$ cat config.mk
export PLATFORM = sky130hd
export DESIGN_NAME = systolic_operand_feeder_flat
export DESIGN_NICKNAME = d
export VERILOG_FILES = /design/src/rtl/systolic_operand_feeder_if.sv /design/src/rtl/systolic_operand_feeder.sv /design/src/flat_wrapper.sv
export SDC_FILE = /design/constraint.sdc
export NUM_CORES = 1
export LEC_CHECK = 0
export CORE_MARGIN = 2
export CORE_UTILIZATION = 52
export DETAILED_ROUTE_END_ITERATION = 6
export PLACE_DENSITY = 0.85
export RECOVER_POWER = 100
export SYNTH_ARGS = -nofsm -noshare
export SYNTH_HDL_FRONTEND = slang
export SYNTH_SLANG_ARGS = --single-unit
$ cat constraint.sdc
create_clock -name clk_in -period 9.33 [get_ports clk_in]
set_input_delay 1.866 -clock clk_in [delete_from_list [all_inputs] [get_ports clk_in]]
set_output_delay 1.866 -clock clk_in [all_outputs]
set_load 0.01 [all_outputs]
$ cat src/rtl/systolic_operand_feeder_if.sv
// Start handshake, tile/filter payload and operand streams between tile buffer, feeder and array.
// Tag outputs exist only when FEEDER_FRAME_TAG_EN is defined.
interface systolic_operand_feeder_if #(
    parameter int unsigned DATA_W = 8
);
    logic                  start;
    logic                  hold;
    logic [16*DATA_W-1:0]  i_flat;
    logic [9*DATA_W-1:0]   f_flat;
    logic                  ready;
    logic                  busy;
    logic                  done;
    logic                  mode;
    logic [DATA_W-1:0]     a0;
    logic [DATA_W-1:0]     a1;
    logic [DATA_W-1:0]     a2;
    logic [DATA_W-1:0]     b0;
    logic [DATA_W-1:0]     b1;
    logic [DATA_W-1:0]     b2;
`ifdef FEEDER_FRAME_TAG_EN
    logic                  tag_valid;
    logic                  tag_row;
    logic [1:0]            tag_col;
`endif

    modport master (
        output start, hold, i_flat, f_flat,
        input  ready, busy, done, mode, a0, a1, a2, b0, b1, b2
`ifdef FEEDER_FRAME_TAG_EN
        , input tag_valid, tag_row, tag_col
`endif
    );

    modport slave (
        input  start, hold, i_flat, f_flat,
        output ready, busy, done, mode, a0, a1, a2, b0, b1, b2
`ifdef FEEDER_FRAME_TAG_EN
        , output tag_valid, tag_row, tag_col
`endif
    );
endinterface

$ cat src/rtl/systolic_operand_feeder.sv
// Weight preload and skewed input streaming for the 3x3 weight-stationary systolic array.
// Optional frame tags aligned with a0 under FEEDER_FRAME_TAG_EN.
module systolic_operand_feeder #(
    parameter int unsigned DATA_W       = 8,
    parameter int unsigned DRAIN_CYCLES = 4
) (
    input  logic                     clk_in,
    input  logic                     rst,
    systolic_operand_feeder_if.slave bus
);
    localparam int unsigned CNT_W     = 4;
    localparam int unsigned LOAD_LAST = 2;
    localparam int unsigned COMP_LAST = 9;
    localparam int unsigned S_LAST    = 7;

    typedef enum logic [1:0] {IDLE, LOAD, COMPUTE, DRAIN} state_t;

    state_t            state;
    logic [CNT_W-1:0]  cnt;
    logic [CNT_W-1:0]  cnt_nxt;
    logic [DATA_W-1:0] i_reg [16];
    logic [DATA_W-1:0] f_reg [9];

    assign cnt_nxt   = cnt + CNT_W'(1);
    assign bus.ready = (state == IDLE) && !bus.hold;

    // Element for array row r at compute step t; row r lags row 0 by r cycles.
    function automatic logic [DATA_W-1:0] a_elem(input logic [CNT_W-1:0] t, input logic [1:0] r);
        logic [CNT_W-1:0] s;
        logic [1:0]       row;
        s   = t - CNT_W'(r);
        row = 2'(s[2]) + r;
        if ((t >= CNT_W'(r)) && (s <= CNT_W'(S_LAST)))
            return i_reg[{row, s[1:0]}];
        return '0;
    endfunction

    always_ff @(posedge clk_in) begin
        if (rst) begin
            state    <= IDLE;
            cnt      <= '0;
            bus.mode <= 1'b0;
            bus.busy <= 1'b0;
            bus.done <= 1'b0;
            bus.a0   <= '0;
            bus.a1   <= '0;
            bus.a2   <= '0;
            bus.b0   <= '0;
            bus.b1   <= '0;
            bus.b2   <= '0;
`ifdef FEEDER_FRAME_TAG_EN
            bus.tag_valid <= 1'b0;
            bus.tag_row   <= 1'b0;
            bus.tag_col   <= 2'b0;
`endif
        end else if (!bus.hold) begin
            case (state)
                IDLE: begin
                    bus.done <= 1'b0;
                    if (bus.start) begin
                        for (int n = 0; n < 16; n++) i_reg[n] <= bus.i_flat[n*DATA_W +: DATA_W];
                        for (int n = 0; n < 9; n++)  f_reg[n] <= bus.f_flat[n*DATA_W +: DATA_W];
                        state    <= LOAD;
                        cnt      <= '0;
                        bus.busy <= 1'b1;
                        // First beat comes straight from the port: bottom filter row first.
                        bus.b0   <= bus.f_flat[6*DATA_W +: DATA_W];
                        bus.b1   <= bus.f_flat[7*DATA_W +: DATA_W];
                        bus.b2   <= bus.f_flat[8*DATA_W +: DATA_W];
                    end
                end
                LOAD: begin
                    if (cnt == CNT_W'(LOAD_LAST)) begin
                        state    <= COMPUTE;
                        cnt      <= '0;
                        bus.mode <= 1'b1;
                        bus.b0   <= '0;
                        bus.b1   <= '0;
                        bus.b2   <= '0;
                        bus.a0   <= a_elem(CNT_W'(0), 2'd0);
                        bus.a1   <= a_elem(CNT_W'(0), 2'd1);
                        bus.a2   <= a_elem(CNT_W'(0), 2'd2);
`ifdef FEEDER_FRAME_TAG_EN
                        bus.tag_valid <= 1'b1;
                        bus.tag_row   <= 1'b0;
                        bus.tag_col   <= 2'b0;
`endif
                    end else begin
                        cnt <= cnt_nxt;
                        case (cnt)
                            CNT_W'(0): begin
                                bus.b0 <= f_reg[3];
                                bus.b1 <= f_reg[4];
                                bus.b2 <= f_reg[5];
                            end
                            default: begin
                                bus.b0 <= f_reg[0];
                                bus.b1 <= f_reg[1];
                                bus.b2 <= f_reg[2];
                            end
                        endcase
                    end
                end
                COMPUTE: begin
                    if (cnt == CNT_W'(COMP_LAST)) begin
                        state  <= DRAIN;
                        cnt    <= '0;
                        bus.a0 <= '0;
                        bus.a1 <= '0;
                        bus.a2 <= '0;
`ifdef FEEDER_FRAME_TAG_EN
                        bus.tag_valid <= 1'b0;
                        bus.tag_row   <= 1'b0;
                        bus.tag_col   <= 2'b0;
`endif
                    end else begin
                        cnt    <= cnt_nxt;
                        bus.a0 <= a_elem(cnt_nxt, 2'd0);
                        bus.a1 <= a_elem(cnt_nxt, 2'd1);
                        bus.a2 <= a_elem(cnt_nxt, 2'd2);
`ifdef FEEDER_FRAME_TAG_EN
                        bus.tag_valid <= (cnt_nxt <= CNT_W'(S_LAST));
                        bus.tag_row   <= (cnt_nxt <= CNT_W'(S_LAST)) && cnt_nxt[2];
                        bus.tag_col   <= (cnt_nxt <= CNT_W'(S_LAST)) ? cnt_nxt[1:0] : 2'b0;
`endif
                    end
                end
                DRAIN: begin
                    if (cnt == CNT_W'(DRAIN_CYCLES - 1)) begin
                        state    <= IDLE;
                        cnt      <= '0;
                        bus.mode <= 1'b0;
                        bus.busy <= 1'b0;
                        bus.done <= 1'b1;
                    end else begin
                        cnt <= cnt_nxt;
                    end
                end
                default: begin
                    state <= IDLE;
                    cnt   <= '0;
                end
            endcase
        end
    end
endmodule

$ cat src/flat_wrapper.sv
// flat-port wrapper written by rule: the top's interface ports become plain ports
module systolic_operand_feeder_flat 
#(
    parameter int unsigned DATA_W       = 8,
    parameter int unsigned DRAIN_CYCLES = 4
)
  (clk_in, rst, bus_start, bus_hold, bus_i_flat, bus_f_flat, bus_ready, bus_busy, bus_done, bus_mode, bus_a0, bus_a1, bus_a2, bus_b0, bus_b1, bus_b2);
  systolic_operand_feeder_if #(.DATA_W(DATA_W)) bus_i ();
  input  logic clk_in;
  input  logic rst;
  input wire logic [$bits(bus_i.start)-1:0] bus_start;
  input wire logic [$bits(bus_i.hold)-1:0] bus_hold;
  input wire logic [$bits(bus_i.i_flat)-1:0] bus_i_flat;
  input wire logic [$bits(bus_i.f_flat)-1:0] bus_f_flat;
  output wire logic [$bits(bus_i.ready)-1:0] bus_ready;
  output wire logic [$bits(bus_i.busy)-1:0] bus_busy;
  output wire logic [$bits(bus_i.done)-1:0] bus_done;
  output wire logic [$bits(bus_i.mode)-1:0] bus_mode;
  output wire logic [$bits(bus_i.a0)-1:0] bus_a0;
  output wire logic [$bits(bus_i.a1)-1:0] bus_a1;
  output wire logic [$bits(bus_i.a2)-1:0] bus_a2;
  output wire logic [$bits(bus_i.b0)-1:0] bus_b0;
  output wire logic [$bits(bus_i.b1)-1:0] bus_b1;
  output wire logic [$bits(bus_i.b2)-1:0] bus_b2;
  assign bus_i.start = bus_start;
  assign bus_i.hold = bus_hold;
  assign bus_i.i_flat = bus_i_flat;
  assign bus_i.f_flat = bus_f_flat;
  assign bus_ready = bus_i.ready;
  assign bus_busy = bus_i.busy;
  assign bus_done = bus_i.done;
  assign bus_mode = bus_i.mode;
  assign bus_a0 = bus_i.a0;
  assign bus_a1 = bus_i.a1;
  assign bus_a2 = bus_i.a2;
  assign bus_b0 = bus_i.b0;
  assign bus_b1 = bus_i.b1;
  assign bus_b2 = bus_i.b2;
  systolic_operand_feeder #(.DATA_W(DATA_W), .DRAIN_CYCLES(DRAIN_CYCLES)) u_core (.clk_in(clk_in), .rst(rst), .bus(bus_i));
endmodule
Word-level counts from Yosys, hierarchy flattened:

Memory sizes are Yosys's and may differ from the RTL's.
Index checks and enable logic that the tools add are counted.

* output and inout bits: 52
* bits in registers: 57
* input port bits: 204
* memory bits (writable): 200
* memories kept: 2

Memories
* u_core.i_reg: depth 16, width 8, read ports 4, clocked after memory_dff 0, wr ports 16, line systolic_operand_feeder.sv:21 `logic [DATA_W-1:0] i_reg [16];`
* u_core.f_reg: depth 9, width 8, read ports 6, clocked after memory_dff 0, wr ports 9, line systolic_operand_feeder.sv:22 `logic [DATA_W-1:0] f_reg [9];`

* equality and inequality tests: 10
* add/subtract/negate cells: 5
* mux-type cells: 67
* reductions and logical operators: 18
* bitwise logic cells: 1
* $lt $le $gt $ge: 6

Operators with widths (count)
* 2-to-1 mux 8 bit: 21
* one-hot mux 8 bit (2 select lines): 6
* 2-to-1 mux 1 bit: 27
* 2-to-1 mux 4 bit: 4
* one-hot mux 4 bit (4 select lines): 1
* less-or-equal comparator 4 x 3 -> 1 bit, second input constant: 3
* AND reduction 3 bit: 3
* equality test 4 x 2 -> 1 bit, second input constant: 2
* greater-or-equal comparator 4 x 1 -> 1 bit, second input constant: 2
* 2-to-1 mux 2 bit: 4
* one-hot mux 2 bit (4 select lines): 1
* AND reduction 4 bit: 2
* nonzero test 2 bit: 4
* != test 2 x 1 -> 1 bit, second input constant: 3
* one-hot mux 1 bit (2 select lines): 3
* AND reduction 5 bit: 1
* adder 4 x 1 -> 4 bit, second input constant: 1
* equality test 2 bit, second input constant: 2
* equality test 4 bit, second input constant: 1
* greater-or-equal comparator 4 x 2 -> 1 bit, second input constant: 1
* logical AND 1 bit: 4
* logical NOT 4 bit: 1
* subtractor 4 x 1 -> 4 bit, second input constant: 1
* subtractor 4 x 2 -> 4 bit, second input constant: 1
* other kinds (8): 8

Logic depth before layout (Yosys ltp):

Gate-level depths: netlist (run 1).

* word-level depth: 12
* mapped depth: 15
* mapped depth without buffers: 8

Worst setup path before layout (run 1):

Ideal clock, no wire load.

* kind: input to register
* start point: in bus_hold
* end point: mem u_core.f_reg[0][0], enable pin
* cell stages on the path: 3
* data arrival time: 6519 ps
* slack: 2252 ps
* cells stage by stage: clkbuf_1 -> nor2b_1 -> and3b_1

RTL lines
* from (decl): line flat_wrapper.sv:12 `input wire logic [$bits(bus_i.hold)-1:0] bus_hold;`
* to (decl): line systolic_operand_feeder.sv:22

==> impl_metrics.xml, run 1 <==
<?xml version="1.0" encoding="UTF-8"?>
<metrics>
  <group name="clock_tree">
    <metric name="cts_hold_buffers" unit="">0</metric>
    <metric name="cts_sinks" unit="">233</metric>
    <metric name="post_cts_resize_count" unit="">0</metric>
    <metric name="clock_insertion_delay_worst_skew" unit="ps">530</metric>
    <metric name="clock-root-buffer" unit="">sky130_fd_sc_hd__clkbuf_16</metric>
    <metric name="post_cts.repair.setup_buffers" unit="">0</metric>
    <metric name="cts.path.max_buffers" unit="">3</metric>
    <metric name="clock_tree_from_tritoncts" unit="">built</metric>
    <metric name="cts.reportedPaths.clkPinSlew" unit="ps">60</metric>
    <metric name="cts_made_buffers" unit="">25</metric>
    <metric name="htree_num_levels" unit="">1</metric>
  </group>
  <group name="critical_path">
    <metric name="setup.worst_path.start_class" unit="">primary input</metric>
    <metric name="crit_path_top_delay_cell" unit="">sky130_fd_sc_hd__clkbuf_1</metric>
    <metric name="critical_path_required" unit="ps">9380</metric>
    <metric name="critical_path.n_buffers_inverters" unit="">2</metric>
    <metric name="crit_chain" unit="">dlygate4sd3_1, nor2b_1, and3b_1, clkbuf_1</metric>
    <metric name="worst_path_dominant_cell_family" unit="">buffers and inverters</metric>
    <metric name="highest_cell_delay_on_the_worst_timing_path" unit="ps">2620</metric>
    <metric name="cp-end-kind" unit="">flop</metric>
    <metric name="cp.arrival" unit="ps">6660</metric>
    <metric name="critPathLaunch" unit="">bus_hold</metric>
    <metric name="path_class" unit="">in -&gt; reg</metric>
    <metric name="reg2reg_from" unit="">u_core.cnt[0]</metric>
    <metric name="timing.critical_path.fanout_max" unit="">71</metric>
  </group>
  <group name="yosys">
    <metric name="synth_seq_area_share" unit="%">66.7</metric>
    <metric name="yosys_most_used_dff" unit="">sky130_fd_sc_hd__edfxtp_1</metric>
    <metric name="post_synth_num_cell_types" unit="">45</metric>
    <metric name="post_syn_nets" unit="">814</metric>
    <metric name="ys_seq_elements" unit="">233</metric>
    <metric name="synth_compound_gate_area_share" unit="%">6.42</metric>
    <metric name="synth_adder_area_share" unit="%">1.30</metric>
    <metric name="synthTopCellsByArea" unit="">sky130_fd_sc_hd__edfxtp_1 55%, sky130_fd_sc_hd__dfxtp_1 12%, sky130_fd_sc_hd__mux4_2 11%</metric>
    <metric name="synth_xor_xnor_area_share" unit="%">0.273</metric>
    <metric name="synth_top_area_share" unit="%">54.9</metric>
    <metric name="ys_async_sr_fraction" unit="%">0</metric>
    <metric name="mappedNetlistArea" unit="µm²">9630</metric>
    <metric name="synth_enable_flop_cells" unit="">176</metric>
    <metric name="average_cell_area_after_synthesis" unit="µm²">16.1</metric>
    <metric name="synth-warning-count" unit="">0</metric>
    <metric name="postSynthCellCount" unit="">600</metric>
    <metric name="synth_mux_area_share" unit="%">16.6</metric>
    <metric name="netlist.top_cell.by_area" unit="">sky130_fd_sc_hd__edfxtp_1</metric>
    <metric name="combinational_family_with_the_most_area_after_synthesis" unit="">multiplexers</metric>
    <metric name="synth_simple_gate_area_share" unit="%">4.87</metric>
  </group>
  <group name="sta">
    <metric name="min_period_over_period" unit="%">70.8</metric>
    <metric name="grt_setup_unrepaired" unit="">false</metric>
    <metric name="skew" unit="ps">11.1</metric>
    <metric name="tightestPinTransition" unit="ps">3630</metric>
    <metric name="report.final.slew_viol_count" unit="">126</metric>
    <metric name="setup_total_negative_slack" unit="ps">0</metric>
    <metric name="timing.final.crit_period" unit="ps">6610</metric>
    <metric name="worst_slew_margin_rel" unit="%">-142</metric>
    <metric name="setup_slack" unit="ps">2720</metric>
    <metric name="count_of_final_hold_check_violations" unit="">0</metric>
    <metric name="fmax" unit="GHz">0.151</metric>
    <metric name="final-setup-viol-count" unit="">0</metric>
  </group>
  <group name="placed_design">
    <metric name="pre_cts_slack" unit="ps">4100</metric>
    <metric name="placed_cells" unit="">1056</metric>
    <metric name="place.gp.congestion" unit="">0.812</metric>
    <metric name="port_buffers" unit="">255</metric>
    <metric name="detailed_place_hpwl" unit="µm">16600</metric>
  </group>
  <group name="grt">
    <metric name="grt_max_degree" unit="">78</metric>
    <metric name="initial_antenna_violation_count" unit="">6</metric>
    <metric name="groute.layer.met3.usage" unit="%">3.86</metric>
    <metric name="grt_busiest_layer" unit="">met2</metric>
    <metric name="use_met2" unit="%">44.2</metric>
    <metric name="grt.total_usage" unit="%">24.3</metric>
    <metric name="gr-usage-met1" unit="%">28.5</metric>
    <metric name="first_global_vias" unit="">6753</metric>
    <metric name="grt_pass1_wl" unit="µm">36600</metric>
    <metric name="grt_ovf" unit="">0</metric>
  </group>
  <group name="cells_and_area">
    <metric name="layout.core_utilization" unit="%">73.2</metric>
    <metric name="area.growth.synth_to_final" unit="%">37.5</metric>
    <metric name="layout.cells.most_common" unit="">sky130_fd_sc_hd__dlygate4sd3_1</metric>
    <metric name="largest_reg_flops" unit="">128</metric>
    <metric name="most-common-layout-cells" unit="">229 x sky130_fd_sc_hd__dlygate4sd3_1, 176 x sky130_fd_sc_hd__edfxtp_1, 57 x sky130_fd_sc_hd__dfxtp_1</metric>
    <metric name="fill_cells" unit="">1091</metric>
    <metric name="share_of_cells_above_drive_strength_1" unit="%">14.4</metric>
    <metric name="final_cells" unit="">1111</metric>
    <metric name="nets" unit="">1068</metric>
  </group>
  <group name="job">
    <metric name="maxCapViolCount" unit="">2</metric>
  </group>
  <group name="die">
    <metric name="num_rows" unit="">49</metric>
    <metric name="coreArea" unit="µm²">18100</metric>
    <metric name="die_area" unit="µm²">19600</metric>
    <metric name="start_util" unit="%">53.2</metric>
    <metric name="dieWidth" unit="µm">140</metric>
    <metric name="die-height" unit="µm">140</metric>
    <metric name="pin_count" unit="">256</metric>
  </group>
  <group name="pwr">
    <metric name="worst_ir_drop_vdd" unit="mV">0.173</metric>
    <metric name="power_per_cell_area" unit="nW/µm²">183</metric>
    <metric name="static-leakage-power" unit="nW">4.93</metric>
    <metric name="overall_power" unit="mW">2.42</metric>
  </group>
  <group name="route">
    <metric name="drt_drc_violations_left" unit="">8</metric>
    <metric name="num_vias" unit="">6346</metric>
    <metric name="antenna_left" unit="">0</metric>
    <metric name="wl_per_cell" unit="µm">21.7</metric>
    <metric name="route.final.wire_length" unit="µm">24100</metric>
    <metric name="vias_per_cell" unit="">5.71</metric>
    <metric name="detail_route.first_pass.iterations" unit="">7</metric>
    <metric name="dr.first_iter.drc_count" unit="">445</metric>
  </group>
  <group name="worst_hold_path">
    <metric name="worst_hold_path_type" unit="">reg -&gt; reg</metric>
    <metric name="hold_start" unit="">u_core.bus.a1[6]</metric>
  </group>
  <group name="run_status">
    <metric name="violations" unit="">design-rule violations, max-capacitance violations, max-slew violations</metric>
    <metric name="run_status" unit="">finished with violations</metric>
  </group>
</metrics>
## report_power, final
group | total (mW) | switching [mW] | leakage, nW | internal (mW)
combinational | 0.243 | 0.113 | 2.43 | 0.130
sequential | 1.18 | 0.0177 | 2.07 | 1.16
clock | 0.993 | 0.400 | 0.419 | 0.592
## path summary, 6_finish.rpt
path                                      endpoint  slack, ps  depth (start not counted)
worst max register to register    u_core.bus.a2[5]       3930                          7
worst max-delay path            u_core.i_reg[9][2]       2720                          4
worst min register to register    u_core.bus.a1[6]        460                          2
worst min-delay path              u_core.bus.a1[6]        460                          2
## cell type report
| class | instances | area, µm² | area share [%] |
|---|---|---|---|
| Antenna cell | 9 | 22.5 | 0.170 |
| Clock buffer | 32 | 703 | 5.31 |
| Sequential cell | 233 | 6430 | 48.5 |
| Clock inverter | 14 | 139 | 1.05 |
| Tap cell | 229 | 287 | 2.16 |
| Timing Repair Buffer | 265 | 2620 | 19.8 |
| Inverter | 55 | 206 | 1.56 |
| Multi-Input combinational cell | 274 | 2840 | 21.4 |
## synthesized netlist by cell type (all sizes together), types with 3 or more instances
cell type and instances:
clkbuf 24, nor2 34, mux2i 49, nor3 27, inv 55, nand3 3, nand2 9, nand2b 3
edfxtp 176, dfxtp 57, o221ai 7, mux4 48, buf 14, ha 10, nor2b 6, o32ai 17
a21oi 5, o221a 24
## worst reg2reg max path: stages, from the launching register on
cell and delay [ps]:
sky130_fd_sc_hd__dfxtp_1 310, sky130_fd_sc_hd__inv_1 760, sky130_fd_sc_hd__ha_1 2260, sky130_fd_sc_hd__inv_1 140, sky130_fd_sc_hd__ha_1 1000, sky130_fd_sc_hd__mux4_2 450
sky130_fd_sc_hd__mux2i_1 200, sky130_fd_sc_hd__o32ai_1 100
## routing by layer
| metal | vias to the layer above | part of all wire (%) |
|---|---|---|
| met2 | 246 | 55 |
| li1 | 2861 | - |
| met3 | 69 | 5.3 |
| met5 | - | 0 |
| met4 | 0 | 4.0 |
| met1 | 3170 | 36 |
## kinds of logic after synthesis
family,Yosys count
buf+inv,93
mux,99
simple gates,95
flops,233
compound gates,67
fa+ha+maj,10
xor+xnor,3
## metrics by stage
stage,hold WS [ps],cell area [µm²]
3_3_place_gp,443,12400
6_report,455,13200
4_1_cts,461,13200
3_5_place_dp,448,12400
5_1_grt,471,13200
2_1_floorplan,445,9630
Note: power is estimated with default switching activity, not from simulation.
==> run 2: changes to the inputs <==
- CORE_UTILIZATION: 52 -> 44
- PLACE_DENSITY: 0.85 -> 0.76
- clock period: 9.33 -> 5.99 ns (I/O delays scaled with it)
==> run 2 against run 1 <==
- the flow finishes with violations (max-capacitance violations, max-slew violations)
- sequential share of layout area about the same
- first-iteration DRC count increased by 6.5%
- utilization decreased by 12 points
- clock power increased by 42%
- die area increased by 18%
- count of clock-buffer cells in the layout decreased by 5
==> impl_metrics.xml, run 2 (synthesis gave the netlist of run 1 again) <==
<?xml version="1.0" encoding="UTF-8"?>
<metrics>
  <group name="run_status">
    <metric name="run_status" unit="">finished with violations</metric>
    <metric name="violations" unit="">max-capacitance violations, max-slew violations</metric>
  </group>
  <group name="sta">
    <metric name="final.hold.worst_slack" unit="ps">453</metric>
    <metric name="skew" unit="ps">15.2</metric>
    <metric name="count_of_final_hold_check_violations" unit="">0</metric>
    <metric name="tightestPinTransition" unit="ps">2130</metric>
    <metric name="timing.final.crit_period" unit="ps">4460</metric>
    <metric name="setup_total_negative_slack" unit="ps">0</metric>
    <metric name="min_period_over_period" unit="%">74.4</metric>
    <metric name="report.final.slew_viol_count" unit="">135</metric>
    <metric name="final-setup-viol-count" unit="">0</metric>
    <metric name="fmax" unit="GHz">0.224</metric>
    <metric name="worst_slew_margin_rel" unit="%">-42.3</metric>
    <metric name="grt_setup_unrepaired" unit="">false</metric>
  </group>
  <group name="cells_and_area">
    <metric name="layout.cells.most_common" unit="">sky130_fd_sc_hd__dlygate4sd3_1</metric>
    <metric name="nets" unit="">1069</metric>
    <metric name="share_of_cells_above_drive_strength_1" unit="%">14.5</metric>
    <metric name="final_area" unit="µm²">13200</metric>
    <metric name="largest_reg_flops" unit="">128</metric>
    <metric name="area.growth.synth_to_final" unit="%">37.4</metric>
    <metric name="layout.core_utilization" unit="%">61.2</metric>
    <metric name="fill_cells" unit="">1657</metric>
    <metric name="most-common-layout-cells" unit="">229 x sky130_fd_sc_hd__dlygate4sd3_1, 176 x sky130_fd_sc_hd__edfxtp_1, 57 x sky130_fd_sc_hd__dfxtp_1</metric>
  </group>
  <group name="clock_tree">
    <metric name="clock-root-buffer" unit="">sky130_fd_sc_hd__clkbuf_16</metric>
    <metric name="htree_num_levels" unit="">1</metric>
    <metric name="cts_hold_buffers" unit="">0</metric>
    <metric name="post_cts.repair.setup_buffers" unit="">0</metric>
    <metric name="cts_made_buffers" unit="">25</metric>
    <metric name="cts.reportedPaths.clkPinSlew" unit="ps">60</metric>
    <metric name="clock_insertion_delay_worst_skew" unit="ps">520</metric>
    <metric name="cts.path.max_buffers" unit="">3</metric>
    <metric name="clock_tree_from_tritoncts" unit="">built</metric>
    <metric name="cts_sinks" unit="">233</metric>
    <metric name="post_cts_resize_count" unit="">0</metric>
  </group>
  <group name="route">
    <metric name="drt_drc_violations_left" unit="">0</metric>
    <metric name="dr.first_iter.drc_count" unit="">474</metric>
    <metric name="route.final.wire_length" unit="µm">24000</metric>
    <metric name="wl_per_cell" unit="µm">20.7</metric>
    <metric name="antenna_left" unit="">0</metric>
    <metric name="detail_route.first_pass.iterations" unit="">5</metric>
    <metric name="num_vias" unit="">6180</metric>
    <metric name="vias_per_cell" unit="">5.33</metric>
  </group>
  <group name="critical_path">
    <metric name="cp.arrival" unit="ps">4570</metric>
    <metric name="setup.worst_path.start_class" unit="">primary input</metric>
    <metric name="path_class" unit="">in -&gt; reg</metric>
    <metric name="cp-end-kind" unit="">flop</metric>
    <metric name="critical_path_required" unit="ps">6100</metric>
    <metric name="timing.critical_path.fanout_max" unit="">64</metric>
  </group>
  <group name="die">
    <metric name="die-height" unit="µm">152</metric>
    <metric name="die_area" unit="µm²">23100</metric>
    <metric name="dieWidth" unit="µm">152</metric>
    <metric name="pin_count" unit="">256</metric>
    <metric name="num_rows" unit="">54</metric>
    <metric name="coreArea" unit="µm²">21600</metric>
    <metric name="start_util" unit="%">44.5</metric>
  </group>
  <group name="worst_hold_path">
    <metric name="worst_hold_path_type" unit="">reg -&gt; reg</metric>
  </group>
  <group name="grt">
    <metric name="initial_antenna_violation_count" unit="">6</metric>
    <metric name="first_global_vias" unit="">6543</metric>
    <metric name="grt_pass1_wl" unit="µm">36800</metric>
    <metric name="grt_max_degree" unit="">89</metric>
    <metric name="grt.total_usage" unit="%">20.3</metric>
    <metric name="grt_ovf" unit="">0</metric>
  </group>
  <group name="placed_design">
    <metric name="detailed_place.area" unit="µm²">12500</metric>
    <metric name="detailed_place_hpwl" unit="µm">16800</metric>
    <metric name="place.gp.congestion" unit="">0.794</metric>
    <metric name="port_buffers" unit="">255</metric>
  </group>
  <group name="pwr">
    <metric name="worst_ir_drop_vdd" unit="mV">0.216</metric>
    <metric name="power_per_cell_area" unit="nW/µm²">274</metric>
    <metric name="static-leakage-power" unit="nW">4.89</metric>
  </group>
  <group name="job">
    <metric name="maxCapViolCount" unit="">3</metric>
  </group>
</metrics>
==> run 2: cell count changes in the layout (fill, tap and decap cells not counted), sizes merged <==
cell    before  now
clkinv       9   16
diode        9    6
buf          9    7
bufinv       2    0
clkbuf      33   31
==> run 2: worst max-delay path, cell delays in order <==
cell and delay [ps]:
sky130_fd_sc_hd__dlygate4sd3_1 710, sky130_fd_sc_hd__nor2b_1 280, sky130_fd_sc_hd__and3b_1 1010, sky130_fd_sc_hd__clkbuf_2 1310
==> run 2: path summary, 6_finish.rpt <==
check | cells after the start | slack [ps] | end | start
max | 4 | 1530 | u_core.i_reg[14][2] | bus_hold
min reg2reg | 2 | 450 | u_core.bus.a1[6] | u_core.bus.a1[6]
max reg2reg | 7 | 1880 | u_core.bus.a2[3] | u_core.cnt[0]
min | 2 | 450 | u_core.bus.a1[6] | u_core.bus.a1[6]
==> run 2: routing by layer <==
metal | wire [µm] | GRT usage (%) | part of all wire (%)
met5 | 0 | 0 | 0
met4 | 842 | 9.12 | 3.5
met3 | 1130 | 3.05 | 4.7
met2 | 12600 | 35.4 | 53
met1 | 9410 | 25.2 | 39
==> run 2: cell type report <==
class / count / area (µm²) / area share (%)
Sequential cell: 233 / 6430 / 48.6
Inverter: 55 / 206 / 1.56
Timing Repair Buffer: 266 / 2630 / 19.9
Tap cell: 280 / 350 / 2.65
Clock inverter: 19 / 106 / 0.804
Clock buffer: 27 / 643 / 4.86
Multi-Input combinational cell: 274 / 2850 / 21.5
Antenna cell: 6 / 15.0 / 0.113
==> run 2: through the flow <==
step | setup slack, ps | power [mW] | instances
after floorplan | 1640 | 2.05 | 600
after global placement | 2090 | 2.27 | 1108
after detailed placement | 2050 | 2.28 | 1108
after CTS | 2040 | 3.69 | 1154
after global routing | 1260 | 3.76 | 1160
final | 1530 | 3.63 | 1160
==> run 2: report_power, final <==
group,internal [mW],total [mW],switching [mW],leakage (nW)
Sequential,1.81,1.84,0.0275,2.07
Clock,0.780,1.41,0.629,0.377
Combinational,0.206,0.379,0.173,2.44
Total,2.80,3.63,0.830,4.89
